`src/rtl/rom_program_loader.sv`:
```
// Frame-driven writer for the instruction ROM: parses SYNC/LEN/data/CSUM byte frames,
// strobes one ROM write per word, and holds the CPU in reset until a frame checks out.
module rom_program_loader #(
  parameter int unsigned ADDR_WIDTH = 15,
  parameter logic [7:0]  SYNC_BYTE  = 8'hA5,
  parameter int unsigned BOOT_ADDR  = 0
) (
  input  logic                  CLK,
  input  logic                  reset_n,
  input  logic [7:0]            rx_data,
  input  logic                  rx_valid,
  output logic                  rx_ready,
  output logic                  rom_wr_en,
  output logic [ADDR_WIDTH-1:0] rom_wr_addr,
  output logic [15:0]           rom_wr_data,
  output logic                  cpu_reset,
  output logic                  done,
  output logic                  error
);

  typedef enum logic [2:0] {
    IDLE, LEN_HI, LEN_LO, DATA_HI, DATA_LO, CSUM, DONE, ERR
  } state_t;

  localparam logic [ADDR_WIDTH-1:0] BOOT      = ADDR_WIDTH'(BOOT_ADDR);
  localparam logic [31:0]           MAX_WORDS = 32'd1 << ADDR_WIDTH;

  state_t                state, state_nxt;
  logic [7:0]            len_hi, len_hi_nxt;
  logic [7:0]            hi, hi_nxt;
  logic [7:0]            csum, csum_nxt;
  logic [15:0]           len, len_nxt;
  logic [15:0]           index, index_nxt;
  logic                  wr_en_nxt, cpu_reset_nxt, done_nxt, error_nxt;
  logic [ADDR_WIDTH-1:0] wr_addr_nxt;
  logic [15:0]           wr_data_nxt;

  logic        accept;
  logic        is_sync;
  logic [15:0] n_in;
  logic [7:0]  csum_add;

  assign accept   = rx_valid & rx_ready;
  assign is_sync  = (rx_data == SYNC_BYTE);
  assign n_in     = {len_hi, rx_data};
  assign csum_add = csum + rx_data;

  always_ff @(posedge CLK or negedge reset_n) begin
    if (!reset_n) begin
      state       <= IDLE;
      len_hi      <= '0;
      hi          <= '0;
      csum        <= '0;
      len         <= '0;
      index       <= '0;
      rx_ready    <= 1'b0;
      rom_wr_en   <= 1'b0;
      rom_wr_addr <= '0;
      rom_wr_data <= '0;
      cpu_reset   <= 1'b1;
      done        <= 1'b0;
      error       <= 1'b0;
    end else begin
      state       <= state_nxt;
      len_hi      <= len_hi_nxt;
      hi          <= hi_nxt;
      csum        <= csum_nxt;
      len         <= len_nxt;
      index       <= index_nxt;
      rx_ready    <= 1'b1;
      rom_wr_en   <= wr_en_nxt;
      rom_wr_addr <= wr_addr_nxt;
      rom_wr_data <= wr_data_nxt;
      cpu_reset   <= cpu_reset_nxt;
      done        <= done_nxt;
      error       <= error_nxt;
    end
  end

  always_comb begin
    state_nxt     = state;
    len_hi_nxt    = len_hi;
    hi_nxt        = hi;
    csum_nxt      = csum;
    len_nxt       = len;
    index_nxt     = index;
    wr_en_nxt     = 1'b0;
    wr_addr_nxt   = rom_wr_addr;
    wr_data_nxt   = rom_wr_data;
    cpu_reset_nxt = cpu_reset;
    done_nxt      = done;
    error_nxt     = error;
    if (accept) begin
      case (state)
        IDLE, DONE, ERR: begin
          // Any sync outside a frame restarts loading and re-asserts CPU reset.
          if (is_sync) begin
            state_nxt     = LEN_HI;
            index_nxt     = '0;
            csum_nxt      = '0;
            done_nxt      = 1'b0;
            error_nxt     = 1'b0;
            cpu_reset_nxt = 1'b1;
          end
        end
        LEN_HI: begin
          len_hi_nxt = rx_data;
          state_nxt  = LEN_LO;
        end
        LEN_LO: begin
          len_nxt = n_in;
          if (n_in == '0) begin
            state_nxt = CSUM;
          end else if (32'(n_in) > MAX_WORDS) begin
            state_nxt     = ERR;
            error_nxt     = 1'b1;
            cpu_reset_nxt = 1'b1;
          end else begin
            state_nxt = DATA_HI;
          end
        end
        DATA_HI: begin
          hi_nxt    = rx_data;
          csum_nxt  = csum_add;
          state_nxt = DATA_LO;
        end
        DATA_LO: begin
          wr_en_nxt   = 1'b1;
          wr_addr_nxt = BOOT + ADDR_WIDTH'(index);
          wr_data_nxt = {hi, rx_data};
          index_nxt   = index + 16'd1;
          csum_nxt    = csum_add;
          state_nxt   = (index + 16'd1 == len) ? CSUM : DATA_HI;
        end
        CSUM: begin
          if (rx_data == csum) begin
            state_nxt     = DONE;
            done_nxt      = 1'b1;
            cpu_reset_nxt = 1'b0;
          end else begin
            state_nxt     = ERR;
            error_nxt     = 1'b1;
            cpu_reset_nxt = 1'b1;
          end
        end
        default: state_nxt = IDLE;
      endcase
    end
  end

endmodule
```
`config.mk`:
```
export PLATFORM = sky130hd
export DESIGN_NAME = rom_program_loader
export DESIGN_NICKNAME = d
export VERILOG_FILES = /design/src/rtl/rom_program_loader.sv
export SDC_FILE = /design/constraint.sdc
export NUM_CORES = 1
export LEC_CHECK = 0
export CORE_MARGIN = 2
export CORE_UTILIZATION = 59
export CTS_BUF_LIST = sky130_fd_sc_hd__clkbuf_8
export DETAILED_ROUTE_END_ITERATION = 7
export GPL_ROUTABILITY_DRIVEN = 0
export PLACE_DENSITY = 0.87
export SETUP_SLACK_MARGIN = 0.05
export SYNTH_ARGS = -nofsm -noshare
export SYNTH_HDL_FRONTEND = slang
export SYNTH_SLANG_ARGS = --single-unit
```
`constraint.sdc`:
```
create_clock -name CLK -period 3.01 [get_ports CLK]
set_clock_uncertainty 0.15 [all_clocks]
set_input_delay 0.602 -clock CLK [delete_from_list [all_inputs] [get_ports CLK]]
set_output_delay 0.602 -clock CLK [all_outputs]
set_load 0.01 [all_outputs]
```
==> Yosys cells after proc, flatten, opt, wreduce, memory -nomap -nowiden <==
Index checks and enable logic that the tools add are counted.
{ "totals": {"latchBits": 0, "ram_bits": 0, "out_inout_bits": 36, "input_bits": 11, "ff_bits": 95, "mem_bits_ro": 0, "memories": 0} }
{ "op_classes": {"n_shift": 0, "div": 0, "n_reduce_logical": 18, "addsub": 2, "order_cmp": 1, "n_mux": 22, "eq_ne": 15, "bitwise": 1, "mul": 0} }
{ "ops": {"columns": ["operator", "count"], "rows": [
  ["case mux 16 bit (2 select lines)", 1],
  ["case mux 3 bit (6 select lines)", 1],
  ["adder 16 x 1 -> 16 bit (second input constant)", 1],
  ["equality test 16 bit", 1],
  ["greater-than comparator 16 bit (second input constant)", 1],
  ["zero test 16 bit", 1],
  ["2-to-1 mux 16 bit", 1],
  ["case mux 8 bit (2 select lines)", 1],
  ["equality test 3 bit (second input constant)", 4],
  ["2-to-1 mux 3 bit", 4],
  ["2-to-1 mux 1 bit", 10],
  ["inequality test 2 bit (second input constant)", 5],
  ["AND reduction 2 bit", 5],
  ["adder 8 bit", 1],
  ["equality test 8 bit", 1],
  ["equality test 8 bit (second input constant)", 1],
  ["2-to-1 mux 8 bit", 1],
  ["equality test 3 x 2 -> 1 bit (second input constant)", 2],
  ["case mux 1 bit (3 select lines)", 2],
  ["AND reduction 3 bit", 2],
  ["AND reduction 6 bit", 1],
  ["nonzero test 2 bit", 3],
  ["AND reduction 5 bit", 1],
  ["AND reduction 4 bit", 1],
  ["other kinds (7)", 7]
]} }

==> Longest topological paths before layout <==
{ "logic_depth": {"ltp_word": 4, "mapped_depth": 9, "ltp_nobuf": 9} }

==> Worst setup path after synthesis <==
No wires, ideal clock.
{ "synth_timing": {"path_type": "input-to-reg", "from": "input port rx_data[1]", "to": "register index[10]", "cell_stages": 7, "setup_slack_ns": 0.530, "arrival_ns": 2.197, "path_cell_list": "or4_1 -> or2_1 -> a21boi_4 -> nand2_1 -> buf_2 -> o21ai_0 -> o41ai_1"} }
{ "synth_between": {"elab_chain_cells": 3} }
{ "synth_lines": {"columns": ["item", "line", "source"], "rows": [
  ["start, declared", "10", "input logic [7:0] rx_data,"],
  ["equality test 8 bit", "44", "assign is_sync = (rx_data == SYNC_BYTE);"],
  ["inequality test 2 bit (no source line)", null, null],
  ["AND reduction 3 bit (no source line)", null, null],
  ["end signal, assigned", "69", "index <= index_nxt;"],
  ["end, declared", "33", "logic [15:0] index, index_nxt;"]
]} }
No other way between the ends.
A chain may end at the register's enable or synchronous reset.

==> Final worst setup path <==
{ "layout_timing": {"from": "register index[0]", "to": "register state[2]"} }
{ "layout_between": {"elab_chain_cells": 4} }
{ "layout_lines": {"columns": ["item", "line", "source"], "rows": [
  ["adder 16 x 1 -> 16 bit", "133", "state_nxt = (index + 16'd1 == len) ? CSUM : DATA_HI;"],
  ["equality test 16 bit", "133", null],
  ["2-to-1 mux 3 bit", "133", null],
  ["case mux 3 bit (6 select lines)", "94", "case (state)"],
  ["end signal, assigned", "64", "state <= state_nxt;"],
  ["end, declared", "28", "state_t state, state_nxt;"]
]} }
No other way between the ends.

==> flow_metrics.tcl <==
set metrics [dict create \
    grt_use_met3_pct 4.41 \
    power_density_mw_per_mm2 782 \
    cp-startpoint "index[0]$_DFFE_PN0P_" \
    postSynthCellCount 502 \
    vdd_drop_max_v 0.000448 \
    initial_core_util_pct 61.4 \
    gr-usage-all-layers_pct 26.9 \
    r2r_slack_ps 180 \
    hold_path.class "in -> async" \
    hold_violations 0 \
    maxSlewHeadroom_pct 60.6 \
    cts-root-buf "clkbuf_8" \
    worstMarginPinSlew_ps 586 \
    routed_via_density 5.94 \
    coreArea_mm2 0.00781 \
    grt_pass1_vias 3810 \
    htreeDepth 3 \
    min_period_ps 2830 \
    ys.flop_type "dfrtp_1" \
    finalCritPeriodShare_pct 94.0 \
    diodes 0 \
    io_buffers 46 \
    clockBufferDepth 2 \
    cts_setup_buffers 0 \
    synthArstFlopShare_pct 100 \
    synth-simple-area-share_pct 20.0 \
    yosysTopAreaCell "dfrtp_1" \
    max_freq_ghz 0.354 \
    drc 0 \
    seq_area_frac_synth_pct 49.6 \
    slowest_delay_ps 540 \
    wl_per_cell_um 17.0 \
    required_ps 3170 \
    slowest_stage "dfrtp_1" \
    cp.arrival_ps 2990 \
    r2r_cells 7 \
    critPathBufInv 0 \
    synth-edff-count 0 \
    p_leak_nw 2.62 \
    syn_avg_cell_area_um2 9.55 \
    met1_usage_pct 33.7 \
    synth.distinct_cells 57 \
    area_growth_pct 17.9 \
    cp-start-kind "flip-flop" \
    cts_tree "done" \
    crit_chain "ha_1, nand3_1, or3_2, a222oi_1, o2111ai_1, nor4_2, o21a_1" \
    clk_latency_ps 380 \
    use_met2_pct 45.1 \
    crit_fanout 8 \
    post-route-util_pct 72.4 \
    synth_top_family_by_area "simple AND/OR/NAND/NOR gates" \
    synth_fa_ha_area_share_pct 2.51 \
    vias 3896 \
    rsz0062_at_grt "false" \
    hpwl_um 7730 \
    synth_area_mm2 0.00479 \
    crit_family "simple AND/OR/NAND/NOR gates" \
    synth_compound_area_share_pct 12.6 \
    dieArea_mm2 0.00886 \
    ys_ff_latch 95 \
    rows 32 \
    grt_pass1_wl_um 18400 \
    grt_max_degree 52 \
    ys_warn_count 0 \
    antenna_found_initial 0 \
    synth_area_leaders "dfrtp_1 49%, nand2_1 9.4%, mux2_2 7.3%, o21ai_0 2.9%, xnor2_1 2.4%" \
    die_y_um 94.1 \
    tns_ps 0 \
    cts_buffers 9 \
    synth_xor_area_share_pct 4.39 \
    fin_nets 569 \
    ant_nets 0 \
    crit_type "reg -> reg" \
    clkSinkCount 95 \
    path_depth 7 \
    wirelength_um 11100 \
    muxShareOfSynthArea_pct 7.28 \
    overflow 0 \
    dr.first_iter.drc_count 242 \
    syn-num-nets 522 \
    worstReg2RegEnd "state[2]$_DFFE_PN0P_" \
    clk_pin_slew_ps 100 \
    io-pin-count 47 \
    layout-drive-gt1-share_pct 14.6 \
    setup-violations-final 0 \
    critPathCapture "state[2]$_DFFE_PN0P_" \
    synth_top_area_share_pct 49.1 \
    status "completed" \
    slew_viol_final 0 \
    hold_buffers 0 \
    critPathCaptureType "flip-flop" \
    fill_cells 563 \
    max_cap_violations 0 \
    drt-pass1-iter-count 6 \
    dieWidth_um 94.1 \
    gr-max-usage-layer "met2" \
    reg2reg_from "index[0]$_DFFE_PN0P_" \
]
cell usage after synthesis (all sizes together) (2+ instances only):
library cell,instances
or2,2
o22ai,2
xor2,11
and4,2
inv,11
nand4,6
and3,6
a21o,4
buf,13
nand2b,4
nand3,10
xnor2,13
a21oi,15
and2,4
a31o,3
clkbuf,16
or3,2
o2111ai,2
nor2,26
nor3,14
o211a,2
o31ai,9
dfrtp,94
o41ai,3
ha,8
nor4,9
o21ai,34
or4,3
o21a,5
nand2,120
o211ai,3
mux2,31
layout make-up:
class | instances | area, µm² | area share (%)
Tap cell | 102 | 128 | 2.26
Clock inverter | 7 | 86.3 | 1.53
Timing Repair Buffer | 65 | 638 | 11.3
Sequential cell | 95 | 2380 | 42.1
Multi-Input combinational cell | 367 | 2250 | 39.9
Clock buffer | 9 | 124 | 2.19
Inverter | 11 | 41.3 | 0.731
kinds of logic after synthesis:
logic type	count (synthesis)
AOI/OAI and AO/OA	92
adders and majority gates	9
other	1
and+or+nand+nor	210
muxes	31
DFF	95
xor gates and xnor gates	24
buffers and inverters	40
state kept, by name, indices dropped and copies added (netlist names):
register     flops
state            3
rx_ready         1
error            1
rom_wr_en        1
len_hi           8
len             16
index           16
csum             8
rom_wr_data     16
hi               8
rom_wr_addr     15
done             1
cpu_reset        1
worst register-to-register path, stage by stage, from the launching register on:
cell and delay [ps]:
dfrtp_1 540, ha_1 320, nand3_1 140, or3_2 490
a222oi_1 300, o2111ai_1 200, nor4_2 420, o21a_1 210
cells in the final DEF (no fill, tap or decap), types with 9 or more instances in the layout:
master / synthesis / final
a21oi_1: 15 / 15
buf_4: 3 / 17
clkbuf_8: 0 / 9
clkdlybuf4s50_1: 0 / 45
dfrtp_1: 94 / 94
inv_1: 11 / 11
mux2_2: 31 / 31
nand2_1: 120 / 120
nor2_1: 26 / 26
nor3_1: 14 / 13
o21ai_0: 28 / 28
o31ai_1: 9 / 9
xnor2_1: 13 / 13
xor2_1: 11 / 11
stage by stage:
stage                     cells  worst slack (ps)  instance area, µm²  hold WS (ps)  power [mW]
after floorplan             502               530                4790           156        2.90
after global placement      640               112                5440           301        3.41
after detailed placement    640              18.4                5440           312        3.52
after CTS                   656               195                5650          85.3        4.42
after global routing        656              50.2                5650           102        4.68
final                       656               182                5650          55.5        4.42
per-layer routing:
layer	part of all wire [%]	up-vias	wire length [µm]
met5	0	-	0
met4	3.0	0	330
met3	5.6	30	622
met2	51	149	5660
met1	41	1876	4540
li1	-	1841	-
power by group:
group	internal (mW)	total, mW	leakage [nW]	switching, mW
Combinational	0.795	1.50	1.27	0.707
Sequential	1.67	2.01	1.25	0.348
Clock	0.401	0.899	0.104	0.498
how the worst min path moves through the flow:
stage | cells past startpoint | end | from
after CTS | 1 | rom_wr_addr[10]$_DFFE_PN0P_ | reset_n
final | 1 | rom_wr_addr[10]$_DFFE_PN0P_ | reset_n
after detailed placement | 2 | rom_wr_data[8]$_DFFE_PN0P_ | hi[0]$_DFFE_PN0P_
after global routing | 1 | rom_wr_addr[10]$_DFFE_PN0P_ | reset_n
after floorplan | 0 | csum[0]$_DFFE_PN0P_ | reset_n
after global placement | 2 | rom_wr_data[15]$_DFFE_PN0P_ | hi[7]$_DFFE_PN0P_
what timing repair did:
action	in CTS	in global routing
resized for setup	0	1
setup endpoints to repair	0	2
endpoints found under the hold margin	0	0
No activity file was read; power rests on OpenSTA's default activity.
